## config.mk

```make
export PLATFORM = sky130hd
export DESIGN_NAME = next_pc_gen_flat
export DESIGN_NICKNAME = d
export VERILOG_FILES = /design/src/rtl/next_pc_gen_if.sv /design/src/rtl/next_pc_gen.sv /design/src/flat_wrapper.sv
export SDC_FILE = /design/constraint.sdc
export NUM_CORES = 1
export LEC_CHECK = 0
export ABC_AREA = 0
export ABC_CLOCK_PERIOD_IN_PS = 2900
export CAP_MARGIN = 20
export CORE_UTILIZATION = 40
export DETAILED_ROUTE_END_ITERATION = 10
export DONT_BUFFER_PORTS = 1
export GPL_TIMING_DRIVEN = 0
export PLACE_DENSITY_LB_ADDON = 0.25
export SLEW_MARGIN = 20
export SYNTH_ARGS = -nofsm -noshare
export SYNTH_HDL_FRONTEND = slang
export SYNTH_SLANG_ARGS = --single-unit
```

## constraint.sdc

```tcl
create_clock -name clk -period 2.9 [get_ports clk]
set_input_delay 0.58 -clock clk [delete_from_list [all_inputs] [get_ports clk]]
set_output_delay 0.58 -clock clk [all_outputs]
set_load 0.005 [all_outputs]
```

## src/rtl/next_pc_gen_if.sv

```systemverilog
// next_pc_gen_if: fetch request, BTB lookup and branch-resolution signals of the next-PC generator
interface next_pc_gen_if;
  logic [31:0] fetch_pc;
  logic        fetch_valid;
  logic        fetch_ready;
  logic [31:0] btb_target;
  logic        pred_taken;
  logic [31:0] pred_target;
  logic        resolve_valid;
  logic [31:0] resolve_pc;
  logic        resolve_taken;
  logic [31:0] resolve_target;
  logic        resolve_mispredict;
  logic [31:0] btb_upd_addr;
  logic [31:0] btb_upd_entry;
  logic [31:0] mispredict_cnt;
  modport master (
    output fetch_pc, fetch_valid, pred_taken, pred_target, btb_upd_addr, btb_upd_entry, mispredict_cnt,
    input  fetch_ready, btb_target, resolve_valid, resolve_pc, resolve_taken, resolve_target, resolve_mispredict
  );
  modport slave (
    input  fetch_pc, fetch_valid, pred_taken, pred_target, btb_upd_addr, btb_upd_entry, mispredict_cnt,
    output fetch_ready, btb_target, resolve_valid, resolve_pc, resolve_taken, resolve_target, resolve_mispredict
  );
endinterface

```

## src/rtl/next_pc_gen.sv

```systemverilog
// next_pc_gen: fetch PC register with BTB + 2-bit BHT prediction and mispredict redirect
module next_pc_gen #(
  parameter logic [31:0] RESET_PC = 32'h0000_0000,
  parameter logic [1:0]  BHT_INIT = 2'b01
) (
  input logic clk,
  input logic rst_n,
  next_pc_gen_if.master bus
);
  typedef enum logic [1:0] {INIT, RUN, REDIR} state_t;
  state_t state;
  logic [15:0][1:0] bht;
  logic [1:0] fetch_ctr, res_ctr, res_ctr_nxt;
  logic mis;
  assign fetch_ctr = bht[bus.fetch_pc[3:0]];
  assign res_ctr   = bht[bus.resolve_pc[3:0]];
  assign mis       = bus.resolve_valid && bus.resolve_mispredict;
  always_comb begin
    bus.pred_taken  = bus.fetch_valid && fetch_ctr[1] && (bus.btb_target != '0);
    bus.pred_target = bus.pred_taken ? bus.btb_target : bus.fetch_pc + 32'd4;
    res_ctr_nxt     = bus.resolve_taken ? ((res_ctr == 2'b11) ? res_ctr : res_ctr + 2'd1)
                                        : ((res_ctr == 2'b00) ? res_ctr : res_ctr - 2'd1);
  end
  // fetch_valid is kept equal to (state == RUN) but registered so it never glitches
  always_ff @(posedge clk or negedge rst_n) begin
    if (!rst_n) begin
      state              <= INIT;
      bus.fetch_valid    <= 1'b0;
      bus.fetch_pc       <= RESET_PC;
      bht                <= {16{BHT_INIT}};
      bus.btb_upd_addr   <= '0;
      bus.btb_upd_entry  <= '0;
      bus.mispredict_cnt <= '0;
    end else begin
      if (mis) begin
        state              <= REDIR;
        bus.fetch_valid    <= 1'b0;
        bus.fetch_pc       <= bus.resolve_taken ? bus.resolve_target : bus.resolve_pc + 32'd4;
        bus.mispredict_cnt <= bus.mispredict_cnt + 32'd1;
      end else begin
        state           <= RUN;
        bus.fetch_valid <= 1'b1;
        if (state == RUN && bus.fetch_ready) bus.fetch_pc <= bus.pred_target;
      end
      if (bus.resolve_valid) bht[bus.resolve_pc[3:0]] <= res_ctr_nxt;
      if (bus.resolve_valid && bus.resolve_taken) begin
        bus.btb_upd_addr  <= bus.resolve_pc;
        bus.btb_upd_entry <= bus.resolve_target;
      end
    end
  end
endmodule

```

## src/flat_wrapper.sv

```systemverilog
// flat-port wrapper written by rule: the top's interface ports become plain ports
module next_pc_gen_flat 
#(
  parameter logic [31:0] RESET_PC = 32'h0000_0000,
  parameter logic [1:0]  BHT_INIT = 2'b01
)
  (clk, rst_n, bus_fetch_pc, bus_fetch_valid, bus_pred_taken, bus_pred_target, bus_btb_upd_addr, bus_btb_upd_entry, bus_mispredict_cnt, bus_fetch_ready, bus_btb_target, bus_resolve_valid, bus_resolve_pc, bus_resolve_taken, bus_resolve_target, bus_resolve_mispredict);
  next_pc_gen_if bus_i ();
  input logic clk;
  input logic rst_n;
  output wire logic [$bits(bus_i.fetch_pc)-1:0] bus_fetch_pc;
  output wire logic [$bits(bus_i.fetch_valid)-1:0] bus_fetch_valid;
  output wire logic [$bits(bus_i.pred_taken)-1:0] bus_pred_taken;
  output wire logic [$bits(bus_i.pred_target)-1:0] bus_pred_target;
  output wire logic [$bits(bus_i.btb_upd_addr)-1:0] bus_btb_upd_addr;
  output wire logic [$bits(bus_i.btb_upd_entry)-1:0] bus_btb_upd_entry;
  output wire logic [$bits(bus_i.mispredict_cnt)-1:0] bus_mispredict_cnt;
  input wire logic [$bits(bus_i.fetch_ready)-1:0] bus_fetch_ready;
  input wire logic [$bits(bus_i.btb_target)-1:0] bus_btb_target;
  input wire logic [$bits(bus_i.resolve_valid)-1:0] bus_resolve_valid;
  input wire logic [$bits(bus_i.resolve_pc)-1:0] bus_resolve_pc;
  input wire logic [$bits(bus_i.resolve_taken)-1:0] bus_resolve_taken;
  input wire logic [$bits(bus_i.resolve_target)-1:0] bus_resolve_target;
  input wire logic [$bits(bus_i.resolve_mispredict)-1:0] bus_resolve_mispredict;
  assign bus_fetch_pc = bus_i.fetch_pc;
  assign bus_fetch_valid = bus_i.fetch_valid;
  assign bus_pred_taken = bus_i.pred_taken;
  assign bus_pred_target = bus_i.pred_target;
  assign bus_btb_upd_addr = bus_i.btb_upd_addr;
  assign bus_btb_upd_entry = bus_i.btb_upd_entry;
  assign bus_mispredict_cnt = bus_i.mispredict_cnt;
  assign bus_i.fetch_ready = bus_fetch_ready;
  assign bus_i.btb_target = bus_btb_target;
  assign bus_i.resolve_valid = bus_resolve_valid;
  assign bus_i.resolve_pc = bus_resolve_pc;
  assign bus_i.resolve_taken = bus_resolve_taken;
  assign bus_i.resolve_target = bus_resolve_target;
  assign bus_i.resolve_mispredict = bus_resolve_mispredict;
  next_pc_gen #(.RESET_PC(RESET_PC), .BHT_INIT(BHT_INIT)) u_core (.clk(clk), .rst_n(rst_n), .bus(bus_i));
endmodule
```

==> results.ini <==
[global_route]
grt_pass1_vias=7211
grt_max_degree=163
antenna_found_initial=0
grt.overflow.total=0
grt_pass1_wl_microns=43500
grt_usage_pct=25.9

[pwr]
p_int_uw=5460
p_comb_share_pct=31.9
p_leak_uw=0.00425
power.density_nw_per_um2=811
pwr-share-seq_pct=39.4
finalPower_uw=8370
p_clk_share_pct=28.7
swShare_pct=34.8
ir_drop_uv=345
p_switching_uw=2910

[worst_setup_path]
slowest_stage=dfrtp_2
cp_top_family=simple AND/OR/NAND/NOR gates
cp_num_buf_inv=4
crit_path_end_kind=output pin
worstPathCellList=buf_6 > nor2b_1 > a221oi_2 > or3b_4 > a21o_1 > buf_6 > buf_12 > mux2_4 > inv_4
worstPathRequired_ns=2.32
cp-start-kind=flop
critPathMostFrequentCell=buf_6
cp_max_fo=10
max_stage_delay_ns=0.45
worstPathArrival_ns=2.71
path_class=reg2out

[clocking]
numCtsBuffers=17
cts.reportedPaths.clkPinSlew_ns=0.06
insertion_delay_ns=0.44
cts.htree.levels=4
clockBufferDepth=2
cts.sinks=162
cts_tree=done
root_buffer=clkbuf_16

[sta]
fin_skew_ns=0.0110
hold_violations=146
slew_viol_final=0
period_share_pct=114
finalSetupViolCount=33
min_period_ns=3.29
final.setup.worst_slack_ns=-0.392
rsz0062_at_grt=yes
slew_headroom_pct=46.3
holdWs_ns=-0.160
worst_pin_slew_ns=0.803
fmax_ghz=0.304

[logic_synthesis]
syn_nets=990
yosysWarnings=0
synthAdderAreaFrac_pct=1.08
syn_inst=882
synthSimpleGateAreaFrac_pct=17.1
synth.area.mux_share_pct=14.2
synth_edf_count=0
synth.largest_area_cell=dfrtp_1
ys_top_cells_by_area=dfrtp_1, mux2_2, xnor2_1
ys.flop_type=dfrtp_1
yosysUniqueCellTypes=61
seq_area_frac_synth_pct=45.5
synth_top_area_share_pct=40.8
synth.avg_cell_area_sq_um=10.2
synth-async-reset-ratio_pct=100
synth_compound_area_share_pct=10.3
syn_area_sq_um=8960
ys_ff_latch=162
synth-xor-area-share_pct=8.21
synth_top_family_by_area=simple AND/OR/NAND/NOR gates

[layout]
synthToLayoutAreaGrowth_pct=15.1
n_fill_cell=2067
fin_nets=1028
instances_no_fill=1213
drive_gt1_share_pct=22.1
antenna_cells=0

[place]
place_congestion=0.862
dp_cells=1164
numPortBuffers=0
dp_hpwl_microns=22400

[die]
die_y_microns=152
std_cell_rows=54
ios=264
start_util_pct=40.9
die_width_microns=152
coreArea_sq_um=21900
dieArea_sq_um=23000

[run_status]
outcome=complete, but fails checks
violations=negative hold slack, negative setup slack

[routing]
dr.pass1.iters=5
detail_route.wl_per_cell_microns=24.8
vias=7383
postRouteWirelength_microns=30100
vias_per_cell=6.09
drtAntennaViolNets=0
dr.first_iter.drc_count=559
drc=0

[min_path]
hold_path.class=in2async

[flow_run]
maxCapViolCount=0

## synthesized netlist by cell type (4+ instances only)
cell / count
o31ai_1: 5
and2_1: 7
ha_1: 6
dfrtp_1: 146
a31oi_1: 20
clkbuf_1: 27
xnor2_1: 56
a221oi_1: 5
mux4_2: 9
buf_2: 5
nand4_1: 26
dfstp_2: 16
o21ai_0: 35
nor3_1: 10
mux2_1: 4
mux2i_1: 11
buf_6: 4
inv_1: 30
and4_1: 13
nor4_1: 17
nand3_1: 44
a221o_1: 7
a22oi_1: 7
o221ai_1: 8
xor2_1: 28
a21oi_1: 23
nor2_1: 47
o22ai_1: 4
mux2_2: 77
nand2_1: 103
buf_1: 11
and3_1: 23
## power by group through the flow
stage                     Sequential, uW  Combinational (uW)  Clock [uW]
after CTS                           3290                2590        2430
final                               3300                2670        2400
after global placement              3310                2080           0
after floorplan                     3120                1610           0
after detailed placement            3330                2110           0
after global routing                3360                2860        2500
## flip-flops by register name (all words and copies together), names as in the netlist
| name | cells |
|---|---|
| u_core.bht | 32 |
| u_core.bus.btb_upd_addr | 32 |
| u_core.state | 2 |
| u_core.bus.fetch_pc | 32 |
| u_core.bus.btb_upd_entry | 32 |
| u_core.bus.mispredict_cnt | 32 |
## layout make-up
cell class / count / area (sq um) / share of cell area, %
Multi-Input combinational cell: 642 / 4700 / 45.6
Sequential cell: 162 / 4080 / 39.5
Inverter: 30 / 119 / 1.15
Clock inverter: 11 / 155 / 1.50
Timing Repair Buffer: 19 / 171 / 1.66
Clock buffer: 21 / 460 / 4.47
Tap cell: 280 / 350 / 3.40
Buffer: 48 / 275 / 2.67
## logic make-up after synthesis
| group | count (synthesis) |
|---|---|
| AO/OA/AOI/OAI | 139 |
| flip-flops | 162 |
| adder cells (fa/ha/maj) | 8 |
| AND/OR/NAND/NOR | 307 |
| buffers and inverters | 78 |
| multiplexers | 104 |
| XOR/XNOR | 84 |
## per-layer routing
metal	global-route usage [%]	vias to the layer above	share of wire [%]
li1	-	3283	-
met1	33.4	3719	41
met2	40.2	340	46
met3	8.02	41	10
met4	10.5	0	3.0
met5	0	-	0
## metrics by stage
| stage | hold WS [ns] | utilization (%) | setup slack [ns] | area [sq um] | TNS [ns] |
|---|---|---|---|---|---|
| 2_1_floorplan | 0.284 | - | 0.155 | 8960 | 0 |
| 3_3_place_gp | 0.292 | 42.5 | -0.662 | 9310 | -15.81 |
| 3_5_place_dp | 0.292 | 42.6 | -0.623 | 9330 | -12.12 |
| 4_1_cts | -0.171 | 46.9 | -0.378 | 10300 | -10.05 |
| 5_1_grt | -0.167 | 47.1 | -0.468 | 10300 | -13.28 |
| 6_report | -0.160 | 47.1 | -0.392 | 10300 | -10.38 |
## timing repair
| item | in CTS | in global routing |
|---|---|---|
| pin swaps | 6 | 1 |
| setup endpoints to repair | 34 | 33 |
| buffers inserted | 14 | 2 |
| gates resized for setup | 55 | 10 |
| endpoints found under the hold margin | 146 | 146 |
| cloned | 1 | 0 |
## worst paths after layout
kind / from / slack (ns) / depth (start not counted) / end
max: u_core.bus.fetch_pc[3] / -0.39 / 9 / bus_pred_target[12]
min: rst_n / -0.16 / 0 / u_core.bus.mispredict_cnt[14]
max reg2reg: u_core.bus.fetch_pc[3] / 0.24 / 9 / u_core.bus.fetch_pc[6]
min reg2reg: u_core.bht[20] / 0.46 / 2 / u_core.bht[20]
max in group asynchronous: rst_n / 2.67 / 0 / u_core.bht[2]
min in group clk: bus_resolve_pc[18] / 0.28 / 1 / u_core.bus.btb_upd_addr[18]
## cell usage in the layout, fill, tap and decap left out, drive strengths merged, types with 17 or more instances in the layout
cell type	count
a21oi	23
mux2	84
dfrtp	146
inv	29
o21ai	37
nand2	103
buf	38
and3	23
a31oi	20
clkbuf	49
nand3	44
nor4	17
nand4	26
nor2	47
xor2	28
xnor2	56
No activity file was read; power rests on OpenSTA's default activity.
